--- src/rtl/pmsre_pkg.sv ---
// Shared types and constants for the SPI byte-stream to register-bus bridge.
package pmsre_pkg;

  typedef enum logic [2:0] {
    IDLE,
    CMD,
    WR_DATA,
    RD_FETCH,
    RD_CAP,
    RD_DATA,
    HOLD
  } state_t;

  localparam int         CMD_RW_BIT    = 7;
  localparam logic [7:0] SPI_IDLE_BYTE = 8'h00;

endpackage

--- src/rtl/spi_word_shifter.sv ---
// DATA_BYTES-deep byte shift register, MSB byte first, with a byte counter.
// Used both to assemble received write words and to serialise read words.
module spi_word_shifter #(
  parameter int DATA_BYTES = 4
) (
  input  logic                    clk,
  input  logic                    reset,
  input  logic                    clr,
  input  logic                    load,
  input  logic                    shift,
  input  logic [8*DATA_BYTES-1:0] load_word,
  input  logic [7:0]              shift_in,
  output logic [8*DATA_BYTES-1:0] word,
  output logic [7:0]              msb,
  output logic                    busy,
  output logic                    last
);

  localparam int W  = 8 * DATA_BYTES;
  localparam int CW = $clog2(DATA_BYTES + 1);

  logic [CW-1:0] cnt;

  assign msb  = word[W-1 -: 8];
  assign busy = (cnt != '0);
  // High while the next shift completes a whole word.
  assign last = (cnt == CW'(DATA_BYTES - 1));

  // clr only drops the count; stale word bits are overwritten by the next full word.
  always_ff @(posedge clk or negedge reset) begin
    if (!reset) begin
      word <= '0;
      cnt  <= '0;
    end else if (clr) begin
      cnt <= '0;
    end else if (load) begin
      word <= load_word;
      cnt  <= '0;
    end else if (shift) begin
      word <= (word << 8) | W'(shift_in);
      cnt  <= last ? '0 : cnt + CW'(1);
    end
  end

endmodule

--- src/rtl/spi_reg_bridge.sv ---
// Decodes an SPI byte stream (command byte + MSB-first data words) into
// register-bus read/write strobes, with burst auto-increment and read prefetch.
module spi_reg_bridge
  import pmsre_pkg::*;
#(
  parameter int ADDR_W     = 7,
  parameter int DATA_BYTES = 4,
  parameter int BURST_EN   = 1
) (
  input  logic                    clk,
  input  logic                    reset,
  input  logic                    spi_sel,
  input  logic                    spi_valid,
  input  logic [7:0]              spi_rx,
  output logic [7:0]              spi_tx,
  output logic [ADDR_W-1:0]       bus_addr,
  output logic [8*DATA_BYTES-1:0] bus_wdata,
  output logic                    bus_write,
  output logic                    bus_read,
  input  logic [8*DATA_BYTES-1:0] bus_rdata,
  output logic                    abort
);

  localparam int W = 8 * DATA_BYTES;

  state_t         state, state_nxt;
  logic           clr, rx_shift, tx_load, tx_shift;
  logic           addr_ld, addr_inc, wr_go, wr_pend, abort_nxt;
  logic [W-1:0]   rx_word, tx_word_unused;
  logic [7:0]     rx_msb_unused, tx_msb;
  logic           rx_busy, rx_last, tx_busy, tx_last;

  always_ff @(posedge clk or negedge reset) begin
    if (!reset) state <= IDLE;
    else        state <= state_nxt;
  end

  always_comb begin
    state_nxt = state;
    clr       = 1'b0;
    rx_shift  = 1'b0;
    tx_load   = 1'b0;
    tx_shift  = 1'b0;
    addr_ld   = 1'b0;
    addr_inc  = 1'b0;
    wr_go     = 1'b0;
    abort_nxt = 1'b0;
    if (!spi_sel) begin
      // Deselect beats any byte arriving in the same cycle.
      state_nxt = IDLE;
      clr       = 1'b1;
      abort_nxt = (state == WR_DATA && rx_busy) || (state == RD_DATA && tx_busy);
    end else begin
      case (state)
        IDLE: state_nxt = CMD;
        CMD: if (spi_valid) begin
          addr_ld   = 1'b1;
          state_nxt = spi_rx[CMD_RW_BIT] ? RD_FETCH : WR_DATA;
        end
        WR_DATA: if (spi_valid) begin
          rx_shift = 1'b1;
          if (rx_last) begin
            wr_go = 1'b1;
            if (BURST_EN == 0) state_nxt = HOLD;
          end
        end
        RD_FETCH: state_nxt = RD_CAP;
        RD_CAP: begin
          tx_load   = 1'b1;
          state_nxt = RD_DATA;
        end
        RD_DATA: if (spi_valid) begin
          tx_shift = 1'b1;
          if (tx_last) begin
            if (BURST_EN != 0) begin
              addr_inc  = 1'b1;
              state_nxt = RD_FETCH;
            end else begin
              state_nxt = HOLD;
            end
          end
        end
        HOLD:    state_nxt = HOLD;
        default: state_nxt = IDLE;
      endcase
    end
  end

  // Word completes -> wdata loads -> strobe, so data and address are stable under bus_write.
  always_ff @(posedge clk or negedge reset) begin
    if (!reset) begin
      bus_addr  <= '0;
      bus_wdata <= '0;
      bus_write <= 1'b0;
      bus_read  <= 1'b0;
      abort     <= 1'b0;
      wr_pend   <= 1'b0;
    end else begin
      wr_pend   <= wr_go;
      bus_write <= wr_pend;
      bus_read  <= (state_nxt == RD_FETCH);
      abort     <= abort_nxt;
      if (wr_pend) bus_wdata <= rx_word;
      if (addr_ld)
        bus_addr <= spi_rx[ADDR_W-1:0];
      else if (addr_inc || (bus_write && BURST_EN != 0))
        bus_addr <= bus_addr + ADDR_W'(1);
    end
  end

  assign spi_tx = (state == RD_DATA) ? tx_msb : SPI_IDLE_BYTE;

  spi_word_shifter #(.DATA_BYTES(DATA_BYTES)) u_rx (
    .clk       (clk),
    .reset     (reset),
    .clr       (clr),
    .load      (1'b0),
    .shift     (rx_shift),
    .load_word ('0),
    .shift_in  (spi_rx),
    .word      (rx_word),
    .msb       (rx_msb_unused),
    .busy      (rx_busy),
    .last      (rx_last)
  );

  spi_word_shifter #(.DATA_BYTES(DATA_BYTES)) u_tx (
    .clk       (clk),
    .reset     (reset),
    .clr       (clr),
    .load      (tx_load),
    .shift     (tx_shift),
    .load_word (bus_rdata),
    .shift_in  (SPI_IDLE_BYTE),
    .word      (tx_word_unused),
    .msb       (tx_msb),
    .busy      (tx_busy),
    .last      (tx_last)
  );

endmodule

--- config.mk ---
export PLATFORM = sky130hd
export DESIGN_NAME = spi_reg_bridge
export DESIGN_NICKNAME = d
export VERILOG_FILES = /design/src/rtl/pmsre_pkg.sv /design/src/rtl/spi_word_shifter.sv /design/src/rtl/spi_reg_bridge.sv
export SDC_FILE = /design/constraint.sdc
export NUM_CORES = 1
export LEC_CHECK = 0
export CAP_MARGIN = 20
export CORE_ASPECT_RATIO = 1.75
export CORE_UTILIZATION = 54
export DETAILED_ROUTE_END_ITERATION = 10
export PLACE_DENSITY = 0.8
export SLEW_MARGIN = 15
export SYNTH_ARGS = -nofsm -noshare
export SYNTH_HDL_FRONTEND = slang
export SYNTH_HIERARCHICAL = 1
export SYNTH_SLANG_ARGS = --single-unit
--- constraint.sdc ---
create_clock -name clk -period 2.2 [get_ports clk]
set_input_delay 0.66 -clock clk [delete_from_list [all_inputs] [get_ports clk]]
set_output_delay 0.66 -clock clk [all_outputs]
set_load 0.02 [all_outputs]
==> summary.md, run 1 <==
| Metric | Value |
|---|---|
| Register area | 2900 µm² |
| Pwr dens | 791 nW/µm² |
| Hold Vio Cnt, Final | 0 |
| I/O Pins | 94 |
| Placed inst area | 7090 µm² |
| Multi-input combinational cell area | between 2000 and 3000 µm² |
| Ys Warns | 6 |
| Finished Layout Cells | 813 |
| Ant diodes | 0 |
| Initial antenna violation count | 0 |
| Maximum clock rate | 0.458 GHz |
| Post-DP HPWL | 9960 µm |
| Hold WC Path Type | primary input to async pin |
| Initial Util | 0.563 |
| CTS tree | built |
| CP Class | register to output port |
| Residual DRC | 0 |
| Post-Syn Instances | ~540 |
| Most common cell after layout, fill and taps aside | dfrtp_1 |
| Critical Path RT | 1.54 ns |
| Layout area overhead | 31.7% |
| Syn Area/Cell | 10.9 µm² |
| Leak pwr | around 0.0034 µW |
| Clk buf depth | 2 |
| Worst VDD drop | 0.702 mV |
| Number of nets with antenna violations after routing | 0 |
| Drt pass-1 iters | 5 |
| # placed instances | 782 |
| Clk slew on worst S/H paths | around 0.05 ns |
| Crit-path max FO | 8 |
| Net count, final | 724 |
| Outcome | finished clean |
| Fin crit share | 0.993 |
| DR iter-0 viols | just under 300 |
| Fill count | 727 |
| Critical path arrival | 1.52 ns |
| GRT Overall Usage | 0.281 |
| Max-cap violation count | 0 |
| Remaining Overflow, GRT | 0 |
| Setup violators final | 0 |
| Cell area after layout | 7680 µm² |
| Place WS | -0.218 ns |
| Final min period | 2.18 ns |
| Number of global-route vias before repair | 4907 |
| Clk Latency, worst-skew pair | 0.41 ns |
| Sink Count | 116 |
| Final worst slack | around 0.015 ns |
| Global-route wire length before repair | 24000 µm |
| Largest net degree at the start of global routing | 48 |
| Vias per cell | 6.03 |
| Slew @ Worst Pin | about 0.68 ns |
| CP startpoint kind | register |
| Port Buffers | 93 |
| Htree depth | 4 |
| Final WL | 14600 µm |
| Max-slew violations | 0 |
| Critical path capture point type | output port |
| TritonCTS Buffers | 17 |
| R2r worst-path depth | 8 |
| Die height | 139 µm |
| Std-Cell Rows | 49 |
| Die Footprint | 11200 µm² |
| Die W | 80.6 µm |
| RSZ-0062 raised after global routing | no |
| Wire per inst | 17.9 µm |
| Ratio of cells with drive above 1 in the final layout | 0.232 |
| GPL Wtd Cong | 0.886 |
| Clk Tree Root Cell | clkbuf_16 |
| Routed via count | 4900 |
| Core area | roughly 10000 µm² |
| Mapped cell area | 5830 µm² |
| Setup Skew | around 0.011 ns |
| Max-slew headroom | 0.547 |
| Commonest non-fill, non-tap cells in the layout | dfrtp_1 (116), nor3_1 (95), clkdlybuf4s50_1 (82) |
==> what timing repair did <==
| item | in CTS | in global routing |
|---|---|---|
| setup endpoints to repair | 8 | 2 |
| setup buffers | 1 | 0 |
| gates resized for setup | 33 | 2 |
| hold buffers | 0 | 0 |
| cloned | 0 | 0 |
==> critical path, stage by stage (launching register included) <==
cell     delay, ns
dfrtp_1       0.39
and3b_2       0.28
buf_12        0.12
and2_1        0.14
buf_2         0.17
==> state kept, by name, indices dropped and copies added (netlist names) <==
name / count
bus_wdata: 32
u_rx/word: 32
u_tx/word: 32
bus_addr: 7
state: 3
u_rx/cnt: 3
u_tx/cnt: 3
abort: 1
bus_read: 1
bus_write: 1
wr_pend: 1
==> final timing paths <==
kind                       slack [ns]                         to                       from
min                              0.21  bus_wdata[25]$_DFFE_PN0P_                      reset
max                              0.02                  spi_tx[6]         state[1]$_DFF_PN0_
max reg2reg                      0.15  u_tx/word[30]$_DFFE_PN0P_         state[0]$_DFF_PN0_
min in group clk                 0.50  bus_wdata[12]$_DFFE_PN0P_  bus_wdata[12]$_DFFE_PN0P_
min reg2reg                      0.50  bus_wdata[12]$_DFFE_PN0P_  bus_wdata[12]$_DFFE_PN0P_
max in group asynchronous        1.36   bus_wdata[6]$_DFFE_PN0P_                      reset
==> cell type report <==
type	instances	share of cell area
sequential	116	0.378
clock inverter	10	0.0202
multi-input combinational	403	0.349
tap	127	0.0207
inverter	8	0.00391
timing repair buffer	129	0.168
clock buffer	20	0.0607
==> report_power, final <==
part | total (µW) | internal (µW) | switching [µW]
Sequential | 2460 | 2290 | 179
Combinational | 706 | 341 | 365
Clock | 2900 | 1960 | 943
==> metrics by stage <==
step | setup TNS [ns] | hold slack [ns] | util | total power [µW]
2_1_floorplan | 0 | 0.352 | - | 2870
4_1_cts | 0 | 0.218 | 0.741 | 6090
5_1_grt | 0 | 0.235 | 0.741 | 6280
3_3_place_gp | -5.75 | 0.489 | 0.684 | 3140
6_report | 0 | 0.212 | 0.741 | 6070
3_5_place_dp | -7.35 | 0.496 | 0.684 | 3180
==> layer usage <==
| layer | global-route usage | part of all wire |
|---|---|---|
| met1 | 0.310 | 0.36 |
| met2 | 0.494 | 0.56 |
| met3 | 0.0570 | 0.041 |
| met4 | 0.146 | 0.035 |
| met5 | 0 | 0 |
Note: power is estimated with default switching activity, not from simulation.
==> run 2: changes to the inputs <==
--- a/config.mk
+++ b/config.mk
@@ -9,6 +9,7 @@
 export CORE_ASPECT_RATIO = 1.75
 export CORE_UTILIZATION = 54
 export DETAILED_ROUTE_END_ITERATION = 10
+export GPL_TIMING_DRIVEN = 0
 export PLACE_DENSITY = 0.8
 export SLEW_MARGIN = 15
 export SYNTH_ARGS = -nofsm -noshare
==> run 2 against run 1 <==
- fmax fell by 0.24%
- first-iteration DRC count increased by 21%
- die area stayed put
- critical path depth fell by 1
- non-clock buffer count up 24
- sequential power hardly changed
- design area rose by 1.6%
- hold slack worse by 0.044 ns
- sequential cell count stayed put
- global-route usage increased by 2.3 points
- sequential share of layout area decreased by 0.55 points
- register-to-register slack worse by 0.03 ns
- critical endpoint is now spi_tx[4]
- largest cell class unchanged
==> summary.md, run 2 (synthesis gave the netlist of run 1 again) <==
| Metric | Value |
|---|---|
| CP Class | register to output port |
| Die W | 80.6 µm |
| GRT Overall Usage | 0.304 |
| Residual DRC | 0 |
| Sw power | 1540 µW |
| Leak pwr | 0.00345 µW |
| Number of nets with antenna violations after routing | 0 |
| Setup violators final | 0 |
| Std-Cell Rows | 49 |
| Most common cell after layout, fill and taps aside | dfrtp_1 |
| Final worst slack | just over 0.01 ns |
| Initial Util | 0.563 |
| Hold WC Path Type | primary input to async pin |
| Number of global-route vias before repair | 5359 |
| Clk buf depth | 2 |
| Die height | 139 µm |
| Clk Latency, worst-skew pair | 0.41 ns |
| Largest regs | bus_wdata: 32 flops, u_rx/word: 32 flops, u_tx/word: 32 flops |
| Routed via count | 5054 |
| Fin crit share | 0.995 |
| Port Buffers | 93 |
| RSZ-0062 raised after global routing | no |
| Htree depth | 4 |
| Max-slew violations | 0 |
| Layout area overhead | 33.8% |
| Switching fraction of total power | 0.256 |
| Global-route wire length before repair | roughly 26000 µm |
| Max-cap violation count | 0 |
| CP cell instances | and3b_2 -> and2_4 -> buf_4 |
| Design Power | 6030 µW |
| Finished Layout Cells | 840 |
| Clk slew on worst S/H paths | roughly 0.05 ns |
| Part of the power in combinational logic | 0.121 |
| Slowest CP cell | dfrtp_2 |
| Sequential share of power | 0.412 |
| Cell area after layout | ~7800 µm² |
| Clk Tree Root Cell | clkbuf_16 |
| TritonCTS Buffers | 17 |
| CTS tree | built |
| Critical path capture point type | output port |
| Maximum clock rate | 0.457 GHz |
| Ant diodes | 0 |
| Outcome | finished clean |
| Final WL | 15800 µm |
| Clock Power Share | 0.467 |
| Launch point of the worst path | state[1]$_DFF_PN0_ |
| Pint | approximately 4500 µW |
| Vias per cell | around 6 |
| DR iter-0 viols | about 350 |
| Hold Vio Cnt, Final | 0 |
| Ratio of cells with drive above 1 in the final layout | 0.266 |
| Reg2reg setup slack | 0.12 ns |
| Post-DP HPWL | 11100 µm |
| Setup Skew | 0.0130 ns |
| Placed inst area | 7120 µm² |
| Fill count | ~700 |
| Max-slew headroom | 0.640 |
| Pwr dens | 772 nW/µm² |
| Largest net degree at the start of global routing | 77 |
| Place WS | -0.963 ns |
| Worst VDD drop | 0.689 mV |
| Critical path arrival | roughly 1.5 ns |
| I/O Pins | 94 |
| Commonest non-fill, non-tap cells in the layout | dfrtp_1 (113), nor3_1 (95), clkdlybuf4s50_1 (81) |
| Core area | 10400 µm² |
| Wire per inst | 18.8 µm |
| Critical Path RT | 1.54 ns |
| Net count, final | around 750 |
| Remaining Overflow, GRT | 0 |
| Sink Count | between 100 and 150 |
| Initial antenna violation count | 0 |
| Drt pass-1 iters | 5 |
| Slew @ Worst Pin | 0.540 ns |
| CP startpoint kind | register |
| # placed instances | 802 |
| Crit-path max FO | 5 |
| GPL Wtd Cong | 0.956 |
| # hold bufs at CTS | 0 |
| FF-to-FF Start | state[0]$_DFF_PN0_ |
| Final min period | 2.19 ns |
| Die Footprint | 11200 µm² |
| Max stage delay on crit path | roughly 0.44 ns |
run 2: cell count changes in the layout (fill, tap and decap cells not counted), sizes merged:
cell	delta
buf	+22
clkinvlp	+4
inv	-1
dlygate4sd2	+1
and3b	+1
bufinv	-1
clkbuf	+2
clkdlybuf4s50	-1
run 2: final timing paths:
kind,endpoint,cells past startpoint
max in group asynchronous,state[1]$_DFF_PN0_,2
hold / removal,bus_wdata[27]$_DFFE_PN0P_,1
setup reg to reg,bus_addr[6]$_DFFE_PN0P_,8
min in group clk,bus_write$_DFF_PN0_,0
setup / recovery,spi_tx[4],3
hold reg to reg,bus_write$_DFF_PN0_,0
run 2: critical path: cells and delay by family (launching register included):
family,cells,cell delay [ns]
DFF,1,0.44
buffers and inverters,1,0.13
and+or+nand+nor,2,0.54
run 2: cell type report:
cell class | instances | area (µm²) | area share
Tap cell | 127 | 159 | 0.0204
Multi-Input combinational cell | 404 | 2720 | 0.348
Clock inverter | 12 | 155 | 0.0199
Clock buffer | 20 | 457 | 0.0585
Timing Repair Buffer | 101 | 996 | 0.128
Sequential cell | 116 | 2910 | 0.372
Buffer | 52 | 382 | 0.0489
Inverter | 8 | 33.8 | 0.00433
run 2: per-stage QoR:
step            util  setup TNS, ns  hold WS [ns]
2_1_floorplan      -              0         0.352
3_3_place_gp   0.684        -492.16         0.414
3_5_place_dp   0.687         -40.68         0.410
4_1_cts        0.751        -0.0233         0.167
5_1_grt        0.753              0         0.186
6_report       0.753              0         0.168
run 2: what timing repair did:
item | in CTS | in global routing
gates resized for setup | 49 | 8
setup buffers | 5 | 2
pin swaps | 2 | 4
endpoints found under the setup margin | 44 | 45
gates cloned | 1 | 0
run 2: metal layers:
metal | wire length [µm] | vias up | track usage
li1 | - | 2279 | -
met1 | 5420 | 2449 | 0.306
met2 | 8950 | 254 | 0.552
met3 | 719 | 72 | 0.0577
met4 | 742 | 0 | 0.188
met5 | 0 | - | 0
run 2: power groups by stage:
| stage | clock network [µW] | registers [µW] | logic [µW] |
|---|---|---|---|
| floorplan | 0 | 2480 | 390 |
| global placement | 0 | 2500 | 668 |
| detailed placement | 0 | 2510 | 701 |
| CTS | 2850 | 2480 | 716 |
| global route | 2950 | 2500 | 793 |
| finish | 2810 | 2480 | 732 |
==> run 3: changes to the inputs <==
--- a/config.mk
+++ b/config.mk
@@ -11,6 +11,7 @@
 export DETAILED_ROUTE_END_ITERATION = 10
 export GPL_TIMING_DRIVEN = 0
 export PLACE_DENSITY = 0.8
+export REMOVE_ABC_BUFFERS = 1
 export SLEW_MARGIN = 15
 export SYNTH_ARGS = -nofsm -noshare
 export SYNTH_HDL_FRONTEND = slang
==> run 3 against run 2 <==
- via count decreased by 5.1%
- largest cell class unchanged
- count of clock-buffer cells in the layout unchanged
- highest routed layer unchanged
- setup slack improved by 0.022 ns
==> summary.md, run 3 (synthesis gave the netlist of run 1 again) <==
| Metric | Value |
|---|---|
| Placed inst area | 6790 µm² |
| Clk slew on worst S/H paths | 0.05 ns |
| Max-slew headroom | 0.310 |
| CTS tree | built |
| Final min period | 2.17 ns |
| Ratio of cells with drive above 1 in the final layout | 0.246 |
| Pwr dens | 752 nW/µm² |
| DR iter-0 viols | 406 |
| Clk Latency, worst-skew pair | 0.41 ns |
| CP startpoint kind | register |
| Hold Vio Cnt, Final | 0 |
| Initial Util | 0.563 |
| Die W | 80.6 µm |
| Register area | between 2000 and 3000 µm² |
| Outcome | finished clean |
| Slew @ Worst Pin | 1.03 ns |
| Remaining Overflow, GRT | 0 |
| Critical path capture point type | output port |
| Cell area after layout | 7550 µm² |
| Commonest non-fill, non-tap cells in the layout | dfrtp_1 (112), nor3_1 (95), clkdlybuf4s50_1 (81) |
| Largest regs | bus_wdata: 32 flops, u_rx/word: 32 flops, u_tx/word: 32 flops |
| Final TNS setup | 0 ns |
| Vias per cell | 5.94 |
| Clk Tree Root Cell | clkbuf_16 |
| Die height | 139 µm |
| Multi-input combinational cell area | 2760 µm² |
| Max-slew violations | 0 |
| Critical path arrival | roughly 1.5 ns |
| Min Hold Slack | 0.137 ns |
| Max-cap violation count | 0 |
| Number of nets with antenna violations after routing | 0 |
| Global-route wire length before repair | around 23000 µm |
| GRT Overall Usage | 0.270 |
| Setup violators final | 0 |
| Std-Cell Rows | 49 |
| Clk buf depth | 2 |
| Ant diodes | 0 |
| Setup Skew | 0.00573 ns |
| Maximum clock rate | 0.461 GHz |
| Core area | between 10000 and 15000 µm² |
| Most common cell after layout, fill and taps aside | dfrtp_1 |
| Critical Path RT | 1.54 ns |
| Net count, final | 718 |
| Post-DP HPWL | 8740 µm |
| Largest net degree at the start of global routing | 86 |
| Htree depth | 4 |
| Layout area overhead | 29.5% |
| Sink Count | 116 |
| Fin crit share | 0.985 |
| Initial antenna violation count | 0 |
| Leak pwr | 0.00329 µW |
| Routed via count | approximately 4800 |
| Residual DRC | 0 |
| Worst VDD drop | 0.589 mV |
| Die Footprint | 11200 µm² |
| RSZ-0062 raised after global routing | yes |
| Hold WC Path Type | primary input to async pin |
| CP Class | register to output port |
| Fill count | 712 |
| Wire per inst | 18.0 µm |
| Port Buffers | 93 |
| Crit-path max FO | 6 |
| I/O Pins | 94 |
| Final WL | 14500 µm |
| Number of global-route vias before repair | 4918 |
| Drt pass-1 iters | 4 |
| TritonCTS Buffers | 17 |
| GPL Wtd Cong | roughly 0.8 |
[run 3: worst max-delay path: stages (launching register included)]
cell and delay, ns:
dfrtp_2 0.44, and3b_2 0.27, buf_6 0.13, and2_4 0.15
buf_6 0.12
[run 3: final timing paths]
kind                                        endpoint                      from  cells past startpoint  slack (ns)
min in group clk            bus_wdata[0]$_DFFE_PN0P_  bus_wdata[0]$_DFFE_PN0P_                      1        0.50
hold / removal             u_rx/word[18]$_DFFE_PN0P_                     reset                      1        0.14
max in group asynchronous         state[0]$_DFF_PN0_                     reset                      2        1.32
hold reg to reg             bus_wdata[0]$_DFFE_PN0P_  bus_wdata[0]$_DFFE_PN0P_                      1        0.50
setup reg to reg             bus_addr[6]$_DFFE_PN0P_        state[0]$_DFF_PN0_                      7        0.11
setup / recovery                           spi_tx[2]        state[0]$_DFF_PN0_                      4        0.03
[run 3: per-stage QoR]
stage,total power [µW],utilization,setup slack [ns],instances
2_1_floorplan,2810,-,-5.21,527
3_3_place_gp,3070,0.646,-8.40,747
3_5_place_dp,3120,0.655,-1.45,755
4_1_cts,5680,0.717,-0.0377,798
5_1_grt,5890,0.729,-0.0295,807
6_report,5680,0.729,0.0320,807
[run 3: layout make-up]
cell class                 instances  area share
tap                              127      0.0210
multi-input combinational        407       0.366
sequential                       116       0.385
inverter                           8     0.00447
clock inverter                    10      0.0113
clock buffer                      20      0.0605
timing repair buffer             119       0.152
[run 3: per-layer routing]
metal,vias to the layer above,track usage,routed length [µm]
li1,2221,-,-
met1,2346,0.313,5390
met2,179,0.459,7770
met3,50,0.0669,758
met4,0,0.125,576
met5,-,0,0
[run 3: power breakdown]
| group | internal, µW | leakage, µW | switching [µW] |
|---|---|---|---|
| Sequential | 2290 | 0.00153 | 161 |
| Combinational | 330 | 0.00151 | 366 |
| Clock | 1580 | 0.000259 | 951 |
[run 3: timing repair]
action,in CTS,in global routing
buffers inserted,12,6
setup endpoints to repair,79,70
hold buffers,0,0
gates resized for setup,45,25
cloned,1,3
hold endpoints to repair,0,0
pin swaps,3,3
